`config.mk`:
```
export PLATFORM = sky130hd
export DESIGN_NAME = lsu_wb_flat
export DESIGN_NICKNAME = d
export VERILOG_FILES = /design/src/rtl/lsu_wb_if.sv /design/src/rtl/lsu_wb.sv /design/src/flat_wrapper.sv
export SDC_FILE = /design/constraint.sdc
export NUM_CORES = 1
export LEC_CHECK = 0
export BUFFER_PORTS_ARGS = -buffer_cell sky130_fd_sc_hd__buf_4
export CAP_MARGIN = 30
export CELL_PAD_IN_SITES_DETAIL_PLACEMENT = 0
export CELL_PAD_IN_SITES_GLOBAL_PLACEMENT = 1
export CORE_UTILIZATION = 25
export CTS_BUF_LIST = sky130_fd_sc_hd__clkbuf_4
export DETAILED_ROUTE_END_ITERATION = 6
export PLACE_DENSITY_LB_ADDON = 0.05
export SETUP_SLACK_MARGIN = 0.05
export SLEW_MARGIN = 40
export SYNTH_ARGS = -nofsm -noshare
export SYNTH_HDL_FRONTEND = slang
export SYNTH_SLANG_ARGS = --single-unit
```
`constraint.sdc`:
```
create_clock -name clk -period 4.91 [get_ports clk]
set_clock_uncertainty 0.15 [all_clocks]
set_input_delay 0.982 -clock clk [delete_from_list [all_inputs] [get_ports clk]]
set_output_delay 0.982 -clock clk [all_outputs]
set_load 0.02 [all_outputs]
```
`src/rtl/lsu_wb_if.sv`:
```
// Memory-side bus of the load/store unit: one request/acknowledge
// transaction carrying a word-aligned address, byte enables and data.
interface lsu_wb_if #(
  parameter int AW = 32
);
  logic          mem_req;
  logic          mem_we;
  logic [AW-1:0] mem_addr;
  logic [3:0]    mem_be;
  logic [31:0]   mem_wdata;
  logic          mem_ack;
  logic [31:0]   mem_rdata;

  // LSU side: issues requests, receives ack and read data.
  modport master (
    output mem_req, mem_we, mem_addr, mem_be, mem_wdata,
    input  mem_ack, mem_rdata
  );

  // Memory side: observes requests, returns ack and read data.
  modport slave (
    input  mem_req, mem_we, mem_addr, mem_be, mem_wdata,
    output mem_ack, mem_rdata
  );
endinterface

```
`src/rtl/lsu_wb.sv`:
```
// RV32I load/store unit: turns one load/store command into a single
// word-aligned memory transaction with byte enables and, for loads,
// writes the sign/zero-extended result to the register file.
module lsu_wb #(
  parameter int AW = 32
) (
  input  logic          clk,
  input  logic          reset,
  input  logic          start,
  input  logic          is_store,
  input  logic [2:0]    funct3,
  input  logic [AW-1:0] addr,
  input  logic [31:0]   store_data,
  input  logic [4:0]    rd_in,
  lsu_wb_if.master      mem,
  output logic [4:0]    rd,
  output logic          we,
  output logic [31:0]   indata,
  output logic          busy,
  output logic          done,
  output logic          err
);

  typedef enum logic [1:0] {
    IDLE = 2'd0,
    REQ  = 2'd1,
    WB   = 2'd2
  } state_e;

  state_e        state_q;
  logic          mem_req_q;
  logic          mem_we_q;
  logic [AW-1:0] mem_addr_q;
  logic [3:0]    mem_be_q;
  logic [31:0]   mem_wdata_q;
  logic [4:0]    rd_q;
  logic          we_q;
  logic [31:0]   indata_q;
  logic          busy_q;
  logic          done_q;
  logic          err_q;

  // Command fields kept for the read-data path.
  logic [2:0]    funct3_q;
  logic [1:0]    off_q;
  logic [4:0]    rd_lat_q;

  // Decoded command (from the live inputs) and extended load result.
  logic          legal_d;
  logic [3:0]    be_d;
  logic [31:0]   wdata_d;
  logic [31:0]   ext_d;

  // Decode the incoming command: legality, byte enables, lane-replicated store data.
  always_comb begin
    // NOTE: every output of this block gets a default first so no path
    // leaves it unassigned, which would otherwise infer a latch.
    legal_d = 1'b1;
    be_d    = 4'b0000;
    wdata_d = store_data;
    case (funct3[1:0])
      2'b00: begin
        be_d    = 4'b0001 << addr[1:0];
        wdata_d = {4{store_data[7:0]}};
      end
      2'b01: begin
        be_d    = addr[1] ? 4'b1100 : 4'b0011;
        wdata_d = {2{store_data[15:0]}};
        if (addr[0]) legal_d = 1'b0;
      end
      2'b10: begin
        be_d = 4'b1111;
        if (addr[1:0] != 2'b00) legal_d = 1'b0;
      end
      default: legal_d = 1'b0;
    endcase
    // Stores only have SB/SH/SW; loads additionally lack 110.
    if (is_store && funct3[2]) legal_d = 1'b0;
    if (!is_store && (funct3 == 3'b110)) legal_d = 1'b0;
  end

  // Select the addressed lane of the read word and extend it.
  always_comb begin
    logic [31:0] shifted;
    shifted = mem.mem_rdata >> {off_q, 3'b000};
    case (funct3_q[1:0])
      2'b00:   ext_d = funct3_q[2] ? {24'h0, shifted[7:0]}
                                   : {{24{shifted[7]}}, shifted[7:0]};
      2'b01:   ext_d = funct3_q[2] ? {16'h0, shifted[15:0]}
                                   : {{16{shifted[15]}}, shifted[15:0]};
      default: ext_d = mem.mem_rdata;
    endcase
  end

  // Control FSM with registered bus and register-file outputs.
  always_ff @(posedge clk) begin
    // NOTE: sequential state uses non-blocking assignments so every
    // register samples pre-edge values, independent of statement order.
    if (reset) begin
      state_q     <= IDLE;
      mem_req_q   <= 1'b0;
      mem_we_q    <= 1'b0;
      mem_addr_q  <= '0;
      mem_be_q    <= 4'b0000;
      mem_wdata_q <= 32'h0;
      rd_q        <= 5'd0;
      we_q        <= 1'b0;
      indata_q    <= 32'h0;
      busy_q      <= 1'b0;
      done_q      <= 1'b0;
      err_q       <= 1'b0;
      funct3_q    <= 3'b000;
      off_q       <= 2'b00;
      rd_lat_q    <= 5'd0;
    end else begin
      // Pulses last exactly one cycle unless re-asserted below.
      we_q   <= 1'b0;
      done_q <= 1'b0;
      err_q  <= 1'b0;
      case (state_q)
        IDLE: begin
          if (start) begin
            funct3_q <= funct3;
            off_q    <= addr[1:0];
            rd_lat_q <= rd_in;
            if (legal_d) begin
              state_q     <= REQ;
              busy_q      <= 1'b1;
              mem_req_q   <= 1'b1;
              mem_we_q    <= is_store;
              mem_addr_q  <= {addr[AW-1:2], 2'b00};
              mem_be_q    <= be_d;
              mem_wdata_q <= wdata_d;
            end else begin
              err_q  <= 1'b1;
              done_q <= 1'b1;
            end
          end
        end
        REQ: begin
          if (mem.mem_ack) begin
            mem_req_q <= 1'b0;
            mem_we_q  <= 1'b0;
            mem_be_q  <= 4'b0000;
            done_q    <= 1'b1;
            if (mem_we_q) begin
              state_q <= IDLE;
              busy_q  <= 1'b0;
            end else begin
              // Writeback outputs are registered here so they appear in WB.
              state_q  <= WB;
              indata_q <= ext_d;
              rd_q     <= rd_lat_q;
              we_q     <= (rd_lat_q != 5'd0);
            end
          end
        end
        WB: begin
          state_q <= IDLE;
          busy_q  <= 1'b0;
        end
        default: begin
          state_q <= IDLE;
          busy_q  <= 1'b0;
        end
      endcase
    end
  end

  assign mem.mem_req   = mem_req_q;
  assign mem.mem_we    = mem_we_q;
  assign mem.mem_addr  = mem_addr_q;
  assign mem.mem_be    = mem_be_q;
  assign mem.mem_wdata = mem_wdata_q;
  assign rd            = rd_q;
  assign we            = we_q;
  assign indata        = indata_q;
  assign busy          = busy_q;
  assign done          = done_q;
  assign err           = err_q;

endmodule

```
`src/flat_wrapper.sv`:
```
// flat-port wrapper written by rule: the top's interface ports become plain ports
module lsu_wb_flat 
#(
  parameter int AW = 32
)
  (clk, reset, start, is_store, funct3, addr, store_data, rd_in, rd, we, indata, busy, done, err, mem_mem_req, mem_mem_we, mem_mem_addr, mem_mem_be, mem_mem_wdata, mem_mem_ack, mem_mem_rdata);
  lsu_wb_if #(.AW(AW)) mem_i ();
  input  logic clk;
  input  logic reset;
  input  logic start;
  input  logic is_store;
  input  logic [2:0] funct3;
  input  logic [AW-1:0] addr;
  input  logic [31:0] store_data;
  input  logic [4:0] rd_in;
  output logic [4:0] rd;
  output logic we;
  output logic [31:0] indata;
  output logic busy;
  output logic done;
  output logic err;
  output wire logic [$bits(mem_i.mem_req)-1:0] mem_mem_req;
  output wire logic [$bits(mem_i.mem_we)-1:0] mem_mem_we;
  output wire logic [$bits(mem_i.mem_addr)-1:0] mem_mem_addr;
  output wire logic [$bits(mem_i.mem_be)-1:0] mem_mem_be;
  output wire logic [$bits(mem_i.mem_wdata)-1:0] mem_mem_wdata;
  input wire logic [$bits(mem_i.mem_ack)-1:0] mem_mem_ack;
  input wire logic [$bits(mem_i.mem_rdata)-1:0] mem_mem_rdata;
  assign mem_mem_req = mem_i.mem_req;
  assign mem_mem_we = mem_i.mem_we;
  assign mem_mem_addr = mem_i.mem_addr;
  assign mem_mem_be = mem_i.mem_be;
  assign mem_mem_wdata = mem_i.mem_wdata;
  assign mem_i.mem_ack = mem_mem_ack;
  assign mem_i.mem_rdata = mem_mem_rdata;
  lsu_wb #(.AW(AW)) u_core (.clk(clk), .reset(reset), .start(start), .is_store(is_store), .funct3(funct3), .addr(addr), .store_data(store_data), .rd_in(rd_in), .mem(mem_i), .rd(rd), .we(we), .indata(indata), .busy(busy), .done(done), .err(err));
endmodule
```
== Word level (Yosys, flattened, before mapping) ==
Index checks and enable logic that the tools add are counted.

* Register bits: 121
* Bits of input ports: 109
* Word-level logic and storage cells: 81

* Equal/unequal tests: 9
* Shift operators: 2
* Mux-type cells: 34
* Bitwise gates (word level): 4
* Reduce and logical (&&, ||, !) cells: 17

{| class="wikitable"
|+ Operators with widths
! kind !! number
|-
| $pmux 32 s2 || 2
|-
| $mux 32 || 2
|-
| $shr 32x5->16 || 1
|-
| $mux 4 || 4
|-
| $mux 1 || 14
|-
| $pmux 4 s3 || 1
|-
| $reduce_and 3->1 || 3
|-
| $mux 2 || 4
|-
| $pmux 1 s2 || 4
|-
| $pmux 4 s2 || 1
|-
| $reduce_and 4->1 || 2
|-
| $eq 2x1->1 const B || 3
|-
| $logic_not 2->1 || 3
|-
| $reduce_bool 5->1 || 1
|-
| $ne 2x1->1 const B || 2
|-
| $ne 2x2->1 const B || 2
|-
| $not 1->1 || 4
|-
| $pmux 2 s2 || 1
|-
| $reduce_bool 2->1 || 2
|-
| $reduce_or 4->1 || 1
|-
| $shl 1x2->4 const A || 1
|-
| $eq 3x3->1 const B || 1
|-
| $pmux 1 s3 || 1
|-
| $eq 2x2->1 const B || 1
|-
| 4 further kinds || 5
|}

== Depth between registers and ports, before layout ==
* Word-level depth: 8
* Gate-level depth with buffers: 7
* Mapped depth without buffers: 4

== Worst setup path after synthesis ==
No wires, ideal clock.

* Path type: input to register
* Start point: in funct3[0]
* End point: reg u_core.mem_wdata_q[10] (netlist: u_core.mem.mem_wdata[10])
* Setup time: 0.091 ns
* Arrival: 1.957 ns
* Required time: 4.669 ns
* Setup slack: 2.712 ns
* Cell stages on the path: 6
* Buffers on the path: 2
* Cell sequence: nor4_2 > o21a_1 > buf_2 > buf_4 > nor2_1 > a311oi_1

* Longest elaborated chain between the ends: 5
* Elaborated cells on any way between the ends: 10
* Those cells by class: 3 x eq/ne; 4 x mux; 3 x reduce/logical

{| class="wikitable"
|+ Ends and longest elaborated chain
! item !! RTL line !! source
|-
| start, declared || flat_wrapper.sv:12 || <nowiki>input logic [2:0] funct3;</nowiki>
|-
| $eq 2x2->1 (tied with other cells) || lsu_wb.sv:61 || <nowiki>case (funct3[1:0])</nowiki>
|-
| $pmux 1 s3 || lsu_wb.sv:61 ||
|-
| $mux 1 || lsu_wb.sv:78 || <nowiki>if (is_store && funct3[2]) legal_d = 1'b0;</nowiki>
|-
| $mux 1 || lsu_wb.sv:79 || <nowiki>if (!is_store && (funct3 == 3'b110)) legal_d = 1'b0;</nowiki>
|-
| $reduce_and 3->1 (no line) || n/a ||
|-
| end signal, assigned || lsu_wb.sv:133 || <nowiki>mem_wdata_q <= wdata_d;</nowiki>
|-
| end, declared || lsu_wb.sv:35 || <nowiki>logic [31:0] mem_wdata_q;</nowiki>
|}

Parallel ways exist; a longest one is shown, timed or not.
A chain may end at the register's enable or synchronous reset.

== Final worst setup path ==
* Start point: in start
* End point: reg u_core.mem_wdata_q[12] (netlist: u_core.mem.mem_wdata[12])

* Longest elaborated chain between the ends: 1

{| class="wikitable"
|+ Ends and longest elaborated chain
! item !! RTL line !! source
|-
| start, declared || flat_wrapper.sv:10 || <nowiki>input logic start;</nowiki>
|-
| $reduce_and 3->1 (no line) || n/a ||
|}

No other way between the ends.

==> results.ini <==
[status]
status=finished, final reports clean

[routing]
route.detailed.drc=0
wl_per_cell_um=16.0
ant_nets=0
route.vias.total=5101
drt_iter0_drc=230
wl_um=17900
avgViaCountPerCell=4.58
first_pass_iters=4

[die]
ios=220
die_area_um2=21200
die_x_um=146
start_util=0.255
coreArea_um2=20200
num_rows=52
fp.dieH_um=146

[worst_setup_path]
worstSetupStartpoint=start
end_kind=flip-flop
crit_fanout=47
cp.arrival_ns=2.80
reg2reg_from=u_core.state_q[0]
crit_required_ns=5.18
r2r_slack_ns=2.56
timing.critical_path.from_type=primary input
worstSetupPathType=in2reg

[finish]
nets=938
stdcell_area_um2=7250
stdcell_count=1113
fillerInstances=2187
multi_input_area_um2=2490
drive_gt1_frac=0.319
area_growth_pct=40.5
utilization=0.359
regArea_um2=2420

[sta]
worst_pin_slew_ns=0.807
relSlewSlack=0.462
hold_ws_ns=0.310
setup_viol=0
max_freq_ghz=0.394
slew_viol_final=0
tns_ns=0
hold_viol_final=0
setup_slack_ns=2.37
rsz0062_at_grt=no
fin_crit_ns=2.54
period_share=0.516

[placed_design]
dp_cells=1080
gp_congestion=0.783
io_buffers=217
dp_slack_ns=1.81
placed_area_um2=6950
hpwlAfterDp_um=12700

[global_route]
grt_use_total=0.168
grt_overflow=0
grt_pass1_vias=4977
antenna_found_initial=1
grt_max_degree=70
grt_first_pass_wirelength_um=27700

[clock_network]
holdBufCountCts=0
cts_max_level=4
root_buffer=clkbuf_4
clk_pin_slew_worst_paths_ns=0.12
clockBufferDepth=2
post_cts_resized=0
cts_tree=built
cts_sinks=121
insertion_delay_ns=0.50
post_cts_buffers=0
numCtsBuffers=17

[synth]
postSynthCellCount=640
syn_area_um2=5160
yosysTopAreaCell=dfxtp_1
synth.avg_cell_area_um2=8.07
synth_edf_count=0
synth_top_area_share=0.469
ys_warn_count=0
ys_seq_area_frac=0.469
synthTopCellsByArea=dfxtp_1 (47%), nand2_1 (11%), a21oi_1 (8.7%)
synth_seq_cells=121
synth.distinct_cells=37
yosys-top-cells-count=nand2_1 (151), dfxtp_1 (121), a21oi_1 (90), nor2_1 (50)
synth.most_common_cell=nand2_1
ys_dominant_reg_cell=dfxtp_1
async_reset_ff_frac=0

[run]
cap_violations=0

[power_and_ir_drop]
leakagePower_nw=2.94
p_total_mw=2.22
p_sw_uw=659
power.density_nw_per_um2=306
seqPwrFrac=0.478
power.internal_mw=1.56
sw_frac_of_total=0.297
pwr-share-clk=0.342
peakVddDrop_mv=0.109
power_frac_comb=0.180

[min_path]
hold_start=u_core.mem.mem_addr[17]
hp-class=reg2reg

## power by group through the flow
stage	Clock, mW	Combinational, mW	Sequential, mW
final	0.760	0.399	1.06
after global routing	0.837	0.437	1.07
after floorplan	0	0.175	1.12
after detailed placement	0	0.405	1.09
after global placement	0	0.402	1.08
after CTS	0.796	0.406	1.06
## worst paths after layout
kind	to	depth (start not counted)
max	u_core.mem.mem_wdata[12]	7
min	u_core.mem.mem_addr[17]	2
max reg2reg	u_core.mem.mem_wdata[12]	6
min reg2reg	u_core.mem.mem_addr[17]	2
## cells in the final DEF, fill, tap and decap left out, drive strengths merged, types with 2 or more instances in the layout
cell type,Yosys,routed
o221ai,7,7
inv,2,2
clkinvlp,0,3
clkbuf,27,19
o21a,2,2
a311oi,9,9
nor2,50,50
a211oi,32,32
bufinv,0,3
nand2b,10,10
a21oi,90,90
mux2i,27,27
dfxtp,121,121
nand3,5,5
o21ai,34,34
nor2b,2,2
buf,30,226
o211ai,7,7
nand2,151,151
conb,1,2
a2bb2oi,7,7
or2,4,4
clkinv,0,7
nand3b,11,11
## sequential cells by signal, indices dropped and copies added, names as in the netlist, 2 cells and up
signal / count
u_core.funct3_q: 3
u_core.indata: 32
u_core.mem.mem_addr: 30
u_core.mem.mem_be: 4
u_core.mem.mem_wdata: 32
u_core.off_q: 2
u_core.rd: 5
u_core.rd_lat_q: 5
u_core.state_q: 2
## cell type report
class,instances,share of cell area
well taps,270,0.0466
flip-flops and latches,121,0.334
diodes,1,0.000345
repair buffers,226,0.234
multi-input cells,461,0.343
clock inverters,13,0.0212
clock buffers,19,0.0197
inverters,2,0.00103
## logic make-up after synthesis
family,synth area share
muxes,0.0523
AOI/OAI and AO/OA,0.230
DFF,0.469
other,0.000726
buffers and inverters,0.0536
and+or+nand+nor,0.194
## worst max-delay path, stage by stage
cell and delay, ns:
buf_4 0.09, nor3b_1 0.56, buf_4 0.27, o21a_2 0.15, buf_4 0.40, nor2_1 0.07
a311oi_1 0.25
## metal layers
layer  global-route usage  wire (µm)  vias up  share of wire
li1                     -          -     2594              -
met1                0.205       7630     2339           0.43
met2                0.277       8560      159           0.48
met3               0.0668       1500        9          0.084
met4               0.0384        180        0          0.010
met5                    0          0        -              0
Power figures use the tool's default switching activity.
